## config.mk

```make
export PLATFORM = sky130hd
export DESIGN_NAME = pc_fetch_unit
export DESIGN_NICKNAME = d
export VERILOG_FILES = /design/src/rtl/pc_fetch_pkg.sv /design/src/rtl/pc_fetch_unit_next_pc_sel.sv /design/src/rtl/pc_fetch_unit.sv
export SDC_FILE = /design/constraint.sdc
export NUM_CORES = 1
export LEC_CHECK = 0
export CAP_MARGIN = 30
export CORE_ASPECT_RATIO = 1.2
export CORE_MARGIN = 3
export CORE_UTILIZATION = 38
export DETAILED_ROUTE_END_ITERATION = 7
export PLACE_DENSITY = 0.67
export SETUP_SLACK_MARGIN = 0.1
export SYNTH_ARGS = -nofsm -noshare
export SYNTH_HDL_FRONTEND = slang
export SYNTH_SLANG_ARGS = --single-unit
```

## constraint.sdc

```tcl
create_clock -name clk -period 2.1 [get_ports clk]
set_input_delay 0.315 -clock clk [delete_from_list [all_inputs] [get_ports clk]]
set_output_delay 0.315 -clock clk [all_outputs]
set_load 0.02 [all_outputs]
```

## src/rtl/pc_fetch_pkg.sv

```systemverilog
// Shared types and constants for the PC / instruction-fetch slice.
package pc_fetch_pkg;

  typedef enum logic [1:0] {
    ST_BOOT  = 2'd0,
    ST_FETCH = 2'd1,
    ST_HOLD  = 2'd2
  } fetch_state_e;

  localparam int unsigned PC_W_DEF    = 6;
  localparam int unsigned INSTR_W_DEF = 32;
  localparam int unsigned RESET_PC    = 0;

  localparam logic [31:0] NOP_INSTR = 32'h0000_0000;

endpackage

```

## src/rtl/pc_fetch_unit_next_pc_sel.sv

```systemverilog
// Next-PC priority mux: branch over jump over sequential adder return.
module next_pc_sel #(
  parameter int unsigned PC_W = 6
) (
  input  logic            branch_taken,
  input  logic [PC_W-1:0] branch_target,
  input  logic            jump,
  input  logic [PC_W-1:0] jump_target,
  input  logic [PC_W-1:0] pc_plus,
  output logic [PC_W-1:0] next_pc,
  output logic            redirect
);

  always_comb begin
    redirect = branch_taken | jump;
    if (branch_taken) begin
      next_pc = branch_target;
    end else if (jump) begin
      next_pc = jump_target;
    end else begin
      next_pc = pc_plus;
    end
  end

endmodule

```

## src/rtl/pc_fetch_unit.sv

```systemverilog
// PC register, fetch FSM (BOOT/FETCH/HOLD), skid buffer and IF/ID stage.
// Optional wrap trap enabled by defining PC_WRAP_TRAP_EN.
module pc_fetch_unit
  import pc_fetch_pkg::*;
#(
  parameter int unsigned PC_W     = PC_W_DEF,
  parameter int unsigned PC_STEP  = 1,
  parameter int unsigned RESET_PC = pc_fetch_pkg::RESET_PC,
  parameter int unsigned INSTR_W  = INSTR_W_DEF
) (
  input  logic               clk,
  input  logic               reset,
  output logic [PC_W-1:0]    pc_out,
  output logic [PC_W-1:0]    pc_step,
  input  logic [PC_W-1:0]    pc_plus,
  input  logic               pc_cout,
  input  logic               branch_taken,
  input  logic [PC_W-1:0]    branch_target,
  input  logic               jump,
  input  logic [PC_W-1:0]    jump_target,
  input  logic               stall,
  output logic               imem_req,
  output logic [PC_W-1:0]    imem_addr,
  input  logic               imem_ready,
  input  logic [INSTR_W-1:0] imem_rdata,
  output logic [INSTR_W-1:0] ifid_instr,
  output logic [PC_W-1:0]    ifid_pc_plus,
  output logic               ifid_valid
`ifdef PC_WRAP_TRAP_EN
  ,
  output logic               pc_wrap_err
`endif
);

`ifdef PC_WRAP_TRAP_EN
  localparam bit TRAP_EN = 1'b1;
`else
  localparam bit TRAP_EN = 1'b0;
`endif

  fetch_state_e       state_q, state_d;
  logic [PC_W-1:0]    pc_q, pc_d;
  logic [INSTR_W-1:0] skid_q, skid_d;
  logic [INSTR_W-1:0] instr_q, instr_d;
  logic [PC_W-1:0]    ifid_pc_plus_q, ifid_pc_plus_d;
  logic               valid_q, valid_d;
  logic               trap_q, trap_d;

  logic [PC_W-1:0]    next_pc;
  logic               redirect;
  logic               advance;
  logic [INSTR_W-1:0] adv_word;
  logic               wrap_hit;

  next_pc_sel #(.PC_W(PC_W)) u_next_pc_sel (
    .branch_taken  (branch_taken),
    .branch_target (branch_target),
    .jump          (jump),
    .jump_target   (jump_target),
    .pc_plus       (pc_plus),
    .next_pc       (next_pc),
    .redirect      (redirect)
  );

  assign wrap_hit = TRAP_EN && pc_cout;

  always_ff @(posedge clk) begin
    if (reset) begin
      state_q        <= ST_BOOT;
      pc_q           <= PC_W'(RESET_PC);
      skid_q         <= '0;
      instr_q        <= '0;
      ifid_pc_plus_q <= '0;
      valid_q        <= 1'b0;
      trap_q         <= 1'b0;
    end else begin
      state_q        <= state_d;
      pc_q           <= pc_d;
      skid_q         <= skid_d;
      instr_q        <= instr_d;
      ifid_pc_plus_q <= ifid_pc_plus_d;
      valid_q        <= valid_d;
      trap_q         <= trap_d;
    end
  end

  always_comb begin
    state_d        = state_q;
    pc_d           = pc_q;
    skid_d         = skid_q;
    instr_d        = instr_q;
    ifid_pc_plus_d = ifid_pc_plus_q;
    valid_d        = valid_q;
    trap_d         = trap_q;
    advance        = 1'b0;
    adv_word       = imem_rdata;

    case (state_q)
      ST_BOOT: state_d = ST_FETCH;
      ST_FETCH, ST_HOLD: begin
        if (redirect) begin
          pc_d    = next_pc;
          valid_d = 1'b0;
          instr_d = INSTR_W'(NOP_INSTR);
          state_d = ST_FETCH;
        end else if (state_q == ST_HOLD) begin
          if (!stall) begin
            advance  = 1'b1;
            adv_word = skid_q;
            state_d  = ST_FETCH;
          end
        end else if (!trap_q) begin
          if (imem_ready && !stall) begin
            advance = 1'b1;
          end else if (imem_ready) begin
            skid_d  = imem_rdata;
            state_d = ST_HOLD;
          end else if (!stall) begin
            valid_d = 1'b0;
          end
        end
      end
      default: state_d = ST_BOOT;
    endcase

    // A trapping wrap drops the completing word and leaves the PC in place.
    if (advance) begin
      if (wrap_hit) begin
        trap_d  = 1'b1;
        valid_d = 1'b0;
      end else begin
        instr_d        = adv_word;
        ifid_pc_plus_d = pc_plus;
        valid_d        = 1'b1;
        pc_d           = next_pc;
      end
    end
  end

  always_comb begin
    imem_req = (state_q == ST_FETCH) && !trap_q;
  end

  assign pc_out       = pc_q;
  assign pc_step      = PC_W'(PC_STEP);
  assign imem_addr    = pc_q;
  assign ifid_instr   = instr_q;
  assign ifid_pc_plus = ifid_pc_plus_q;
  assign ifid_valid   = valid_q;

`ifdef PC_WRAP_TRAP_EN
  assign pc_wrap_err = trap_q;
`endif

endmodule
```

==> results of run 1 <==
[sequential cells by signal (all words and copies together) (netlist names)]
register,flops
skid_q,32
imem_addr,6
ifid_pc_plus,6
state_q,2
ifid_instr,32
ifid_valid,1
[worst min path at each step]
stage | from | end | slack, ps | depth (start not counted)
global placement | skid_q[26]$_SDFFE_PP0P_ | skid_q[26]$_SDFFE_PP0P_ | 440 | 2
finish | skid_q[24]$_SDFFE_PP0P_ | skid_q[24]$_SDFFE_PP0P_ | 450 | 2
detailed placement | skid_q[4]$_SDFFE_PP0P_ | skid_q[4]$_SDFFE_PP0P_ | 440 | 2
CTS | skid_q[4]$_SDFFE_PP0P_ | skid_q[4]$_SDFFE_PP0P_ | 460 | 2
global route | skid_q[4]$_SDFFE_PP0P_ | skid_q[4]$_SDFFE_PP0P_ | 470 | 2
floorplan | skid_q[0]$_SDFFE_PP0P_ | skid_q[0]$_SDFFE_PP0P_ | 430 | 2
[cell usage after synthesis (all sizes together)]
cell type  number  area, um2
a211oi          1       7.51
a21o            1       7.51
a21oi          33        165
a22oi          33        348
and3            1       6.26
and4            1       8.76
buf            28        228
clkbuf         14       52.6
conb            2       7.51
dfxtp          79       1580
ha              6       75.1
inv             3       11.3
mux2           32        360
mux2i          19        190
nand2          70        263
nand2b          2       12.5
nand3           1       5.00
nand4           1       6.26
nor2           47        229
nor2b           1       6.26
nor3            1       5.00
o21a            1       7.51
o21ai           9       56.3
o21ba           1       10.0
o32ai           1       8.76
or2             1       8.76
[per-layer routing]
| metal | wire (um) | share of wire, % | global-route usage [%] |
|---|---|---|---|
| met3 | 573 | 6.7 | 4.82 |
| met2 | 3970 | 47 | 27.0 |
| met4 | 99 | 1.2 | 4.84 |
| met5 | 0 | 0 | 0 |
| met1 | 3860 | 45 | 20.0 |
[tightest hold or removal path, cell delays in order, from the launching register on]
cell and delay, ps:
dfxtp_1 310, nand2_1 50, a21oi_1 50
[cells by family (layout without fill, tap and decap cells)]
family	count (synthesis)	after routing	synth area share, %
compound gates	80	80	16.7
fa+ha+maj	6	6	2.05
buf+inv	45	137	7.95
flops	79	79	43.1
mux	51	51	15.0
other cells	2	6	0.205
simple gates	126	126	15.0
[cell usage in the layout, fill, tap and decap left out, drive strengths merged]
cell type and n:
a211oi 1, a21o 1, a21oi 33, a22oi 33, and3 1, and4 1
buf 13, bufinv 1, clkbuf 12, clkdlybuf4s50 106, clkinv 2, conb 6
dfxtp 79, ha 6, inv 3, mux2 32, mux2i 19, nand2 70
nand2b 2, nand3 1, nand4 1, nor2 47, nor2b 1, nor3 1
o21a 1, o21ai 9, o21ba 1, o32ai 1, or2 1
[power by group through the flow]
| stage | registers (uW) | logic (uW) | clock network [uW] |
|---|---|---|---|
| after CTS | 1560 | 630 | 1140 |
| after global placement | 1590 | 622 | 0 |
| after detailed placement | 1590 | 627 | 0 |
| after floorplan | 1620 | 378 | 0 |
| after global routing | 1560 | 675 | 1200 |
| final | 1560 | 622 | 1100 |
[area by class of cell]
class / instances / share of cell area, %
clock buffers: 12 / 2.91
clock inverters: 3 / 0.879
inverters: 3 / 0.226
multi-input cells: 269 / 36.4
flip-flops and latches: 79 / 31.8
well taps: 120 / 3.02
repair buffers: 119 / 24.8
[timing repair]
action,in CTS,in global routing
gates resized for setup,0,1
endpoints found under the setup margin,0,24
buffers inserted,0,0
[per-stage QoR]
step	std cells	total power [uW]	utilization, %
floorplan	393	2000	-
global placement	590	2210	51.9
detailed placement	590	2220	51.9
CTS	605	3330	53.9
global route	605	3440	54.0
finish	605	3280	54.0
==> results_dict.tcl, run 1 <==
set metrics [dict create \
    status "completed" \
    required_ps 1780 \
    critical_path_buf_inv_count 2 \
    power_density_mw_per_mm2 659 \
    antenna_left 0 \
    path_class "reg -> out" \
    setup.worst_path.end "imem_req" \
    hold_path.class "reg -> reg" \
    gp_congestion 0.688 \
    core-area_mm2 0.00922 \
    drc 0 \
    r2r_cells 7 \
    dp_hpwl_um 5580 \
    max_freq_mhz 534 \
    clock_latency_ps 330 \
    initial_utilization_pct 39.8 \
    setup_ws_ps 228 \
    diodes 0 \
    final.setup.tns_ps 0 \
    fin_skew_ps 4.10 \
    synthesis.area_mm2 0.00367 \
    n_fill_cell 847 \
    yosysSeqAreaShare_pct 43.1 \
    clk_pin_slew_ps 80 \
    multi_input_area_mm2 0.00181 \
    r2r-end "ifid_instr[17]$_SDFFE_PP0P_" \
    cts_buffer_depth 2 \
    sw_frac_of_total_pct 26.2 \
    slowest_delay_ps 600 \
    portBuffers 107 \
    yosysUniqueCellTypes 33 \
    cp-startpoint "state_q[1]$_SDFFE_PP0P_" \
    max_cap_viol_count 0 \
    regArea_mm2 0.00158 \
    routed_wl_um 8500 \
    numCtsBuffers 9 \
    die-area_mm2 0.0109 \
    power.leakage_uw 0.00174 \
    cp_max_fo 4 \
    seqPwrFrac_pct 47.5 \
    cp.depth 3 \
    avgSynthCellArea_um2 9.43 \
    hold_buffers 0 \
    clkPwrFrac_pct 33.6 \
    die_w_um 95.7 \
    fp.dieH_um 114 \
    dr.pass1.iters 5 \
    startpoint_type "flip-flop" \
    vias 2961 \
    io_pins 115 \
    slowest_stage "clkdlybuf4s50_1" \
    ys_seq_elements 79 \
    end_kind "primary output" \
    finalCriticalPeriod_ps 1870 \
    final_area_mm2 0.00498 \
    antenna_found_initial 0 \
    ys_warn_count 0 \
    routed_via_density 4.89 \
    hold_viol_final 0 \
    grt_usage_pct 16.2 \
    slew_viol_final 0 \
    peakVddDrop_mv 0.332 \
    setup_viol 0 \
    cts_root_buffer "clkbuf_8" \
    p_comb_share_pct 18.9 \
    grt_pass1_wl_um 14000 \
    grt_max_degree 81 \
    r2r_start "state_q[0]$_SDFFE_PP0P_" \
    internal_power_uw 2420 \
    drive_gt1_share_pct 21.4 \
    crit_family "buffers and inverters" \
    grt_pass1_vias 3015 \
    netlist_instances 389 \
    fin_hold_ws_ps 454 \
    arrival_ps 1560 \
    ctsHtreeMaxLevel 3 \
    period_share_pct 89.1 \
    ff2ff_setup_slack_ps 260 \
    grt-ovfl-total 0 \
    clock_sink_count 79 \
    drt_iter0_drc 99 \
    crit_chain "inv_1 > ha_1 > clkdlybuf4s50_1" \
    area_growth_pct 35.8 \
    nets 544 \
    num_rows 38 \
    cts_tree "yes" \
    rsz0062_at_grt "false" \
    preCtsSetupSlack_ps 79.3 \
    p_sw_uw 861 \
    placed_cell_area_mm2 0.00479 \
    wl_per_cell_um 14.0 \
]
Power figures use the tool's default switching activity.
==> run 2: changes to the inputs <==
clock period = 2.4 ns   (was 2.1 ns; I/O delays follow)
==> run 2 against run 1 <==
- non-clock buffer count shrank 1
- total power shrank 13%
- via count is essentially flat
- die area is the same
- clock skew grew 3.2 ps
- largest cell class unchanged
==> results_dict.tcl, run 2 (synthesis results as in run 1) <==
set metrics [dict create \
    antenna_left 0 \
    fin_hold_ws_ps 455 \
    arrival_ps 2370 \
    fin_skew_ps 7.29 \
    initial_utilization_pct 39.8 \
    ctsHtreeMaxLevel 3 \
    area_growth_pct 34.5 \
    slew_viol_final 0 \
    ff2ff_setup_slack_ps 320 \
    tightest_slew_ps 647 \
    die-area_mm2 0.0109 \
    placed_cell_area_mm2 0.00474 \
    crit_chain "inv_1 > ha_1 > and3_2 > buf_4 > a22oi_1 > nor2_1" \
    clock_latency_ps 350 \
    cp_max_fo 16 \
    clock_sink_count 79 \
    max_slew_margin_pct 56.9 \
    final_area_mm2 0.00493 \
    cp-startpoint "state_q[0]$_SDFFE_PP0P_" \
    use_met2_pct 27.5 \
    cts_root_buffer "clkbuf_8" \
    grt_usage_pct 16.4 \
    grt_pass1_wl_um 14100 \
    max_cap_viol_count 0 \
    period_share_pct 86.5 \
    drive_gt1_share_pct 21.6 \
    status "completed" \
    peakVddDrop_mv 0.334 \
    finalCriticalPeriod_ps 2080 \
    postCtsSetupRepairBufs 0 \
    portBuffers 107 \
    num_rows 38 \
    top_usage_layer "met2" \
    grt-ovfl-total 0 \
    slowest_delay_ps 590 \
    grt_max_degree 53 \
    fp.dieH_um 114 \
    final_common_cell "clkdlybuf4s50_1" \
    clk_pin_slew_ps 80 \
    end_kind "flip-flop" \
    min-delay-start "skid_q[12]$_SDFFE_PP0P_" \
    instances_no_fill 605 \
    r2r_start "state_q[0]$_SDFFE_PP0P_" \
    io_pins 115 \
    min_to "skid_q[12]$_SDFFE_PP0P_" \
    nets 543 \
    fin_util_pct 53.5 \
    path_class "reg -> reg" \
    r2r_cells 6 \
    global_route.usage.met1_pct 19.2 \
    rsz0062_at_grt "false" \
    n_fill_cell 841 \
    power_density_mw_per_mm2 578 \
    vias 2959 \
    ctsResizeCount 0 \
    power.leakage_uw 0.00172 \
    grt_pass1_vias 3001 \
    hold_path.class "reg -> reg" \
    setup_viol 0 \
    layout_common_cells "106 x clkdlybuf4s50_1, 79 x dfxtp_1, 70 x nand2_1" \
    antenna_found_initial 0 \
    final.setup.tns_ps 0 \
    core-area_mm2 0.00922 \
    dp_hpwl_um 5870 \
    dpl.cell_count 589 \
    routed_wl_um 8570 \
    die_w_um 95.7 \
    drt_iter0_drc 112 \
    gp_congestion 0.717 \
    hold_viol_final 0 \
    hold_buffers 0 \
    required_ps 2690 \
    startpoint_type "flip-flop" \
    hold_path_depth 2 \
    wl_per_cell_um 14.2 \
    cts_buffer_depth 2 \
    max_freq_mhz 481 \
    cts_tree "yes" \
    r2r-end "ifid_instr[22]$_SDFFE_PP0P_" \
    numCtsBuffers 9 \
    drc 0 \
    slowest_stage "and3_2" \
    dr.pass1.iters 4 \
    met3_usage_pct 4.95 \
    diodes 0 \
    routed_via_density 4.89 \
]
-- run 2: final cells by class --
type / count / area [um2] / area share [%]
multi-input cells: 269 / 1810 / 36.8
inverters: 3 / 11.3 / 0.228
flip-flops and latches: 79 / 1580 / 32.1
clock buffers: 10 / 128 / 2.59
well taps: 120 / 150 / 3.04
clock inverters: 6 / 61.3 / 1.24
repair buffers: 118 / 1190 / 24.1
-- run 2: where the power goes --
part	internal [uW]	leakage (uW)	total (uW)	switching, uW
clock	477	0.0000960	966	489
sequential	1340	0.000638	1360	22.7
combinational	252	0.000984	522	269
-- run 2: how the worst max path moves through the flow --
stage	to	slack [ps]	cells after the start
3_5_place_dp	ifid_instr[22]$_SDFFE_PP0P_	140	6
2_1_floorplan	ifid_instr[26]$_SDFFE_PP0P_	660	7
3_3_place_gp	ifid_instr[12]$_SDFFE_PP0P_	190	6
6_report	ifid_instr[22]$_SDFFE_PP0P_	320	6
5_1_grt	ifid_instr[23]$_SDFFE_PP0P_	160	6
4_1_cts	ifid_instr[22]$_SDFFE_PP0P_	270	6
-- run 2: per-layer routing --
metal / vias up / part of all wire, %
met5: - / 0
met4: 0 / 1.7
met3: 9 / 7.7
met2: 94 / 48
met1: 1373 / 43
li1: 1483 / -
-- run 2: worst max-delay path: cells and delay by family (launching register included) --
| family | cells | cell delay [ps] |
|---|---|---|
| flip-flops | 1 | 410 |
| AND/OR/NAND/NOR | 2 | 690 |
| buffers and inverters | 2 | 380 |
| AO/OA/AOI/OAI | 1 | 90 |
| adder cells (fa/ha/maj) | 1 | 450 |
-- run 2: per-stage QoR --
| step | setup WS, ps | power [uW] |
|---|---|---|
| final | 323 | 2850 |
| after global routing | 162 | 2980 |
| after CTS | 272 | 2890 |
| after detailed placement | 136 | 1920 |
| after global placement | 186 | 1910 |
| after floorplan | 658 | 1750 |
